===== config.mk =====
export PLATFORM = sky130hd
export DESIGN_NAME = image_sink_rx
export DESIGN_NICKNAME = d
export VERILOG_FILES = /design/src/rtl/image_sink_rx.sv
export SDC_FILE = /design/constraint.sdc
export NUM_CORES = 1
export LEC_CHECK = 0
export ABC_AREA = 1
export CORE_MARGIN = 2
export CORE_UTILIZATION = 37
export DETAILED_ROUTE_END_ITERATION = 12
export DONT_BUFFER_PORTS = 1
export PLACE_DENSITY = 0.59
export REMOVE_ABC_BUFFERS = 1
export SYNTH_ARGS = -nofsm -noshare
export SYNTH_HDL_FRONTEND = slang
export SYNTH_SLANG_ARGS = --single-unit

===== constraint.sdc =====
create_clock -name clk -period 6.96 [get_ports clk]
set_clock_uncertainty 0.05 [all_clocks]
set_input_delay 0.696 -clock clk [delete_from_list [all_inputs] [get_ports clk]]
set_output_delay 0.696 -clock clk [all_outputs]
set_load 0.005 [all_outputs]

===== src/rtl/image_sink_rx.sv =====
// rtl/image_sink_rx.sv - video-sync receiver producing frame-buffer writes and geometry checks
//
// Purpose: consumes active-low vsync_n, active-high dvalid and din from a video
// source, emits frame-buffer write strobes with linear addresses y*IW+x,
// measures received line/frame geometry and raises sticky timing-error flags.
//
// Ports:
//   clk, reset_1      clock; asynchronous active-high reset
//   vsync_n           frame sync, low during vertical sync
//   dvalid, din       pixel valid and pixel data
//   err_clr           synchronous pulse clearing the sticky error flags
//   wr_en/addr/data   frame-buffer write port (2 clk after din at the port)
//   x_pos, y_pos      coordinates of the pixel on wr_data
//   frame_start/done  1-cycle pulses at start / end of the active frame
//   frame_cnt         completed frames (wrapping)
//   meas_width/height last completed line length / frame line count
//   len_err, cnt_err, ovf_err  sticky line-length, line-count, overflow errors
module image_sink_rx #(
    parameter int IW = 640,
    parameter int IH = 512,
    parameter int DW = 8,
    parameter int AW = 19
) (
    input  logic          clk,
    input  logic          reset_1,
    input  logic          vsync_n,
    input  logic          dvalid,
    input  logic [DW-1:0] din,
    input  logic          err_clr,
    output logic          wr_en,
    output logic [AW-1:0] wr_addr,
    output logic [DW-1:0] wr_data,
    output logic [10:0]   x_pos,
    output logic [10:0]   y_pos,
    output logic          frame_start,
    output logic          frame_done,
    output logic [15:0]   frame_cnt,
    output logic [10:0]   meas_width,
    output logic [10:0]   meas_height,
    output logic          len_err,
    output logic          cnt_err,
    output logic          ovf_err
);

    localparam logic [10:0]   IW_C = 11'(IW);
    localparam logic [10:0]   IH_C = 11'(IH);
    localparam logic [10:0]   CMAX = 11'h7FF;
    localparam logic [AW-1:0] IW_A = AW'(IW);

    typedef enum logic [1:0] {WAIT_SYNC, SYNC, ACTIVE} state_t;

    function automatic logic [10:0] sat_inc(input logic [10:0] v);
        return (v == CMAX) ? v : v + 11'd1;
    endfunction

    state_t          state_q, state_d;
    logic            vs_q, vs_prev_q, dv_q, dv_prev_q;
    logic [DW-1:0]   din_q;
    logic [10:0]     x_q, x_d, y_q, y_d;
    logic [AW-1:0]   row_base_q, row_base_d;
    logic            wr_en_q, wr_en_d;
    logic [AW-1:0]   wr_addr_q, wr_addr_d;
    logic [DW-1:0]   wr_data_q, wr_data_d;
    logic [10:0]     x_pos_q, x_pos_d, y_pos_q, y_pos_d;
    logic            frame_start_q, frame_start_d, frame_done_q, frame_done_d;
    logic [15:0]     frame_cnt_q, frame_cnt_d;
    logic [10:0]     meas_width_q, meas_width_d, meas_height_q, meas_height_d;
    logic            len_err_q, cnt_err_q, ovf_err_q;
    logic            len_set, cnt_set, ovf_set;
    logic            vs_fall, vs_rise, dv_fall, line_close;
    logic [10:0]     y_close;
    logic [AW-1:0]   pix_addr;

    assign vs_fall  = vs_prev_q & ~vs_q;
    assign vs_rise  = ~vs_prev_q & vs_q;
    assign dv_fall  = dv_prev_q & ~dv_q;
    assign pix_addr = row_base_q + AW'(x_q);

    always_comb begin
        state_d       = state_q;
        x_d           = x_q;
        y_d           = y_q;
        row_base_d    = row_base_q;
        wr_en_d       = 1'b0;
        wr_addr_d     = wr_addr_q;
        wr_data_d     = wr_data_q;
        x_pos_d       = x_pos_q;
        y_pos_d       = y_pos_q;
        frame_start_d = 1'b0;
        frame_done_d  = 1'b0;
        frame_cnt_d   = frame_cnt_q;
        meas_width_d  = meas_width_q;
        meas_height_d = meas_height_q;
        len_set       = 1'b0;
        cnt_set       = 1'b0;
        ovf_set       = 1'b0;
        line_close    = 1'b0;
        y_close       = y_q;

        case (state_q)
            WAIT_SYNC: begin
                // Only a fresh vsync fall arms capture, so no partial frame is taken.
                if (vs_fall) state_d = SYNC;
            end
            SYNC: begin
                if (vs_rise) begin
                    state_d       = ACTIVE;
                    frame_start_d = 1'b1;
                    x_d           = '0;
                    y_d           = '0;
                    row_base_d    = '0;
                end
            end
            ACTIVE: begin
                // A line that is still open when vsync falls is closed in the same
                // cycle so the frame check sees its row. x_q==0 means no line open.
                line_close = (x_q != 11'd0) & (dv_fall | (vs_fall & dv_q));

                if (dv_q && !vs_fall) begin
                    wr_data_d = din_q;
                    x_pos_d   = x_q;
                    y_pos_d   = y_q;
                    if (x_q < IW_C && y_q < IH_C) begin
                        wr_en_d   = 1'b1;
                        wr_addr_d = pix_addr;
                    end else begin
                        ovf_set = 1'b1;
                    end
                    x_d = sat_inc(x_q);
                end

                if (line_close) begin
                    meas_width_d = x_q;
                    len_set      = (x_q != IW_C);
                    y_close      = sat_inc(y_q);
                    y_d          = y_close;
                    // Row base stops advancing past the last row so it cannot wrap.
                    if (y_q < IH_C) row_base_d = row_base_q + IW_A;
                    x_d = '0;
                end

                if (vs_fall) begin
                    meas_height_d = y_close;
                    cnt_set       = (y_close != IH_C);
                    frame_done_d  = 1'b1;
                    frame_cnt_d   = frame_cnt_q + 16'd1;
                    state_d       = SYNC;
                end
            end
            default: state_d = WAIT_SYNC;
        endcase
    end

    always_ff @(posedge clk or posedge reset_1) begin
        if (reset_1) begin
            state_q       <= WAIT_SYNC;
            vs_q          <= 1'b1;
            vs_prev_q     <= 1'b1;
            dv_q          <= 1'b0;
            dv_prev_q     <= 1'b0;
            din_q         <= '0;
            x_q           <= '0;
            y_q           <= '0;
            row_base_q    <= '0;
            wr_en_q       <= 1'b0;
            wr_addr_q     <= '0;
            wr_data_q     <= '0;
            x_pos_q       <= '0;
            y_pos_q       <= '0;
            frame_start_q <= 1'b0;
            frame_done_q  <= 1'b0;
            frame_cnt_q   <= '0;
            meas_width_q  <= '0;
            meas_height_q <= '0;
            len_err_q     <= 1'b0;
            cnt_err_q     <= 1'b0;
            ovf_err_q     <= 1'b0;
        end else begin
            state_q       <= state_d;
            vs_q          <= vsync_n;
            vs_prev_q     <= vs_q;
            dv_q          <= dvalid;
            dv_prev_q     <= dv_q;
            din_q         <= din;
            x_q           <= x_d;
            y_q           <= y_d;
            row_base_q    <= row_base_d;
            wr_en_q       <= wr_en_d;
            wr_addr_q     <= wr_addr_d;
            wr_data_q     <= wr_data_d;
            x_pos_q       <= x_pos_d;
            y_pos_q       <= y_pos_d;
            frame_start_q <= frame_start_d;
            frame_done_q  <= frame_done_d;
            frame_cnt_q   <= frame_cnt_d;
            meas_width_q  <= meas_width_d;
            meas_height_q <= meas_height_d;
            // A set in the same cycle as err_clr takes priority.
            len_err_q     <= (len_err_q & ~err_clr) | len_set;
            cnt_err_q     <= (cnt_err_q & ~err_clr) | cnt_set;
            ovf_err_q     <= (ovf_err_q & ~err_clr) | ovf_set;
        end
    end

    assign wr_en       = wr_en_q;
    assign wr_addr     = wr_addr_q;
    assign wr_data     = wr_data_q;
    assign x_pos       = x_pos_q;
    assign y_pos       = y_pos_q;
    assign frame_start = frame_start_q;
    assign frame_done  = frame_done_q;
    assign frame_cnt   = frame_cnt_q;
    assign meas_width  = meas_width_q;
    assign meas_height = meas_height_q;
    assign len_err     = len_err_q;
    assign cnt_err     = cnt_err_q;
    assign ovf_err     = ovf_err_q;

endmodule

# == Word-level counts from Yosys, hierarchy flattened ==
# Index checks and enable logic that the tools add are counted.
# W data, S select, Z words.
# totals
reg_bits,148
input_bits,13
out_inout_bits,93
# op_classes
add_sub_neg,5
magnitude_cmp,2
eq_ne,12
mux,30
bitwise,16
n_reduce_logical,15
# op_table
cell,n
$mux W11,7
$mux W19,3
$pmux W11 S2,2
$pmux W19 S2,1
$add A11 B1 Y11 const B,2
$eq A11 B11 Y1 const B,2
$lt A11 B10 Y1 const B,2
$ne A11 B10 Y1 const B,2
$add A19 B10 Y19 const B,1
$add A19 B11 Y19,1
$add A16 B1 Y16 const B,1
$mux W1,14
$reduce_bool A11 Y1,1
$reduce_and A2 Y1,5
$and A1 B1 Y1,8
$reduce_and A4 Y1,2
$ne A2 B2 Y1 const B,3
$ne A3 B3 Y1 const B,2
$mux W2,2
$not A1 Y1,4
$or A1 B1 Y1,4
$pmux W2 S2,1
$reduce_and A3 Y1,1
$eq A2 B1 Y1 const B,1
7 further kinds,8

# == Logic depth before layout (Yosys ltp) ==
# logic_depth
depth_word,11
mapped_depth,14
mapped_depth_nobuf,14

# == Worst setup path before layout ==
# No wires, ideal clock.
# synth_path
kind,register -> register
from,register x_q[0]
to,register x_q[7]
setup_time_ns,0.120
arrival_time_ns,1.713
t_required_ns,6.790
slack_ns,5.078
stages_incl_launch_ff,15
cell_sequence,dfrtp_1 -> inv_1 -> ha_1 -> nand3_2 -> nor2_2 -> nand2_2 -> nand2_4 -> nand2_4 -> inv_4 -> nand2_4 -> nand2_4 -> nor2_8 -> buf_12 -> nand2_2 -> o21ai_2
# synth_between
elab_chain_len,5
# synth_rtl
element,line_no,text
"start, declared",59,"logic [10:0] x_q, x_d, y_q, y_d;"
"start signal, assigned",162,x_q <= '0;
"start signal, assigned",185,x_q <= x_d;
$add A11 B1 Y11,53,return (v == CMAX) ? v : v + 11'd1;
$mux W11,53,
$mux W11,119,if (dv_q && !vs_fall) begin
$mux W11,132,if (line_close) begin
$pmux W11 S2,100,case (state_q)
# Several ways; a longest one is shown, not always the timed one. The select of a mux whose other input is x is not followed.
# A chain may end at the register's enable or synchronous reset.

# == Final worst setup path ==
# layout_path
from,register x_q[1]
to,register x_q[10]
# Same word-level chain as after synthesis.

==> results.md <==
- Status: finished, final reports clean
- Fin Setup TNS: 0 ps
- Worst hold path startpoint: vsync_n
- H-tree levels: 4
- Final count of hold timing violations: 0
- Fin crit period: 3251 ps
- Netlist Area Pre-Place: 6529 um^2
- Hold slack: 225.3 ps
- Fin nets: 766
- DRT Pass-1 Iters: 4
- Detailed Route Iter0 Violations: 272
- Clock Pin Slew Worst Setup and Hold Paths: 60 ps
- Reg2reg start: x_q[1]
- Synthesized area per cell: 8.787 um^2
- Setup slack of the most critical reg-to-reg path: 3710 ps
- Layout fillers: 1723
- First-pass GRT wire length: 24460 um
- Area Overhead vs Synth: 12.07%
- Final cell count without fillers: 981
- Synth Warn #: 0
- Share of cells above drive strength 1: 0.09536
- Initial antenna violation count: 1
- Tot GR Track Use: 0.1683
- Ys async rst share: 1.000
- Design Power: 0.002192 W
- PortBufs: 0
- Slowest-stage cell, CP: nand2_1
- CP required: 7250 ps
- CP cell instances: inv_1 > ha_1 > nand3_2 > nor2_2 > a21oi_1 > nand2_1 > nand3_1 > inv_1 > nor2_8 > nand2_1 > a21oi_1
- Finished Core Util: 0.4230
- Die area: 18720 um^2
- Unique masters post-synth: 39
- Routed WL per cell: 14.87 um
- Number of global-route vias before repair: 4692
- Initial Util: 0.3775
- Detailed-route via count: 4737
- Worst path buffer plus inverter count: 2
- Commonest register cell after synthesis: dfrtp_1
- Top delay family on crit path: simple AND/OR/NAND/NOR gates
- Final Max Tran Viols: 0
- Setup Buffers After CTS: 0
- Worst slew pin tran: 871.9 ps
- R2R Path End: x_q[10]
- Root Driver: clkbuf_16
- # clock sinks: 141
- Grt ovf: 0
- Worst-skew pair later-pin latency: 410 ps
- Hold path cells: 0
- Die W: 136.8 um
- Remaining DRCs: 0
- CTS max path bufs: 2
- Core area: 17300 um^2
- CP Launch Type: register
- Critical path class: register to register
- Crit path arrival time: 3540 ps
- Max Cap Viol: 0
- CTS tree: built
- Hold WC Path Type: input pin to register
- Cts repair resizes: 0
- Maximum VDD drop: 0.2038 mV
- Largest net degree at the start of global routing: 87
- Sequential area share after synthesis: 0.5408
- Cell Pwr Density: 299.6 nW/um^2
- IO Pins: 106
- Final wirelength: 14580 um
- Vias per inst: 4.829
- Crit end category: register
- Worst Hold End: vs_q
- Row cnt: 48
- Unrepaired setup endpoints after global routing: false
- Final setup vio count: 0
- Post-route ant nets: 0
- R2R depth: 11
- Number of synthesized flops with an enable pin: 0
- Rel. slew slack: 0.4188
- Crit path largest cell delay: 680 ps
- Synth Instances: 743
- Register bit total from synthesis: 141
- Num CTS Buffers: 17
- GP Congestion: 0.8284
- Leakage: 3.508 nW
- Hold-fix buffers at CTS: 0
- Crit share post-route: 0.4671
- Post-DP HPWL: 10150 um
- Worst Path Max Fanout: 25
- Die Y: 136.8 um
- Fmax: 307.6 MHz
- Cell total after placement: 949
==> layout by cell type, fill, tap and decap left out, drive strengths merged, types with 2 or more instances in the layout <==
cell type / Yosys / routed
nand2: 213 / 213
dfrtp: 139 / 139
o21ai: 82 / 82
inv: 77 / 78
nor2: 61 / 61
nand3: 42 / 42
xor2: 28 / 28
clkbuf: 12 / 22
a21oi: 19 / 19
nor3: 13 / 13
o22ai: 10 / 10
ha: 10 / 10
nand4: 8 / 8
xnor2: 6 / 6
a31oi: 3 / 3
clkinvlp: 0 / 3
clkinv: 0 / 3
o31ai: 2 / 2
bufinv: 0 / 2
dfstp: 2 / 2
==> worst max path at each step <==
stage | start | end | slack (ps) | cells after the start
2_1_floorplan | reset_1 | cnt_err | 2440 | 1
3_3_place_gp | x_q[1] | x_q[10] | 3860 | 11
3_5_place_dp | x_q[1] | x_q[10] | 3680 | 11
4_1_cts | x_q[1] | x_q[10] | 3630 | 11
5_1_grt | x_q[1] | x_q[1] | 3200 | 11
6_report | x_q[1] | x_q[10] | 3710 | 11
==> cell type report <==
type	count	area [um^2]	share of cell area
multi-input combinational	505	2604	0.3558
sequential	141	3531	0.4826
timing repair buffer	1	7.507	0.001026
inverter	77	296.5	0.04053
tap	225	281.5	0.03847
clock buffer	22	484.2	0.06618
clock inverter	9	110.1	0.01505
antenna	1	2.502	0.0003420
==> synthesized netlist by cell type, types with 2 or more instances <==
cell type / instances / area, um^2
xnor2_1: 6 / 52.55
ha_1: 10 / 125.1
o21ai_2: 7 / 61.31
nand4_1: 8 / 50.05
o21ai_0: 70 / 350.3
xor2_1: 28 / 245.2
nor2_1: 51 / 191.4
buf_2: 6 / 30.03
dfstp_2: 2 / 52.55
inv_2: 4 / 15.01
o22ai_1: 10 / 62.56
dfrtp_1: 139 / 3478
a21oi_1: 18 / 90.09
nand3_1: 41 / 205.2
o21ai_1: 5 / 25.02
nand2_2: 6 / 37.54
nor2_2: 5 / 31.28
nand2_4: 7 / 78.83
a31oi_1: 3 / 18.77
o31ai_1: 2 / 15.01
nand2_1: 200 / 750.7
nor2_4: 4 / 45.04
clkbuf_1: 12 / 45.04
inv_1: 72 / 270.3
nor3_1: 13 / 65.06
==> power breakdown <==
group | total [W] | switching, W | internal (W) | leakage, nW
Clock | 0.000909 | 0.000345 | 0.000564 | 0.285
Combinational | 0.000281 | 0.000194 | 0.0000866 | 1.32
Sequential | 0.00100 | 0.0000872 | 0.000915 | 1.90
==> metrics by stage <==
step	worst slack, ps	cell area (um^2)
after CTS	3633	7315
after detailed placement	3679	6720
after floorplan	2436	6426
final	3709	7317
after global routing	3201	7315
after global placement	3859	6720
==> registers in the layout (all words and copies together) (netlist names) <==
register	flops
wr_addr	19
meas_width	11
frame_done	1
vs_prev_q	1
vs_q	1
y_pos	11
y_q	11
wr_en	1
cnt_err	1
frame_cnt	16
din_q	8
frame_start	1
dv_q	1
ovf_err	1
len_err	1
dv_prev_q	1
wr_data	8
x_pos	11
state_q	2
x_q	11
row_base_q	12
meas_height	11
==> routing by layer <==
layer / up-vias / global-route usage / part of all wire / routed length, um
li1: 2405 / - / - / -
met1: 2216 / 0.2240 / 0.47 / 6825
met2: 105 / 0.2547 / 0.45 / 6494
met3: 11 / 0.06889 / 0.077 / 1127
met4: 0 / 0.04410 / 0.0093 / 135
met5: - / 0 / 0 / 0
==> kinds of logic (layout without fill, tap and decap cells) <==
family,count (synthesis),after routing,share of synthesized area
other,1,2,0.0005744
xor gates and xnor gates,34,34,0.04561
DFF,141,141,0.5408
AOI/OAI and AO/OA,120,120,0.1029
buffers and inverters,97,109,0.06037
adders and majority gates,10,10,0.01916
and+or+nand+nor,340,340,0.2306
No activity file was read; power rests on OpenSTA's default activity.
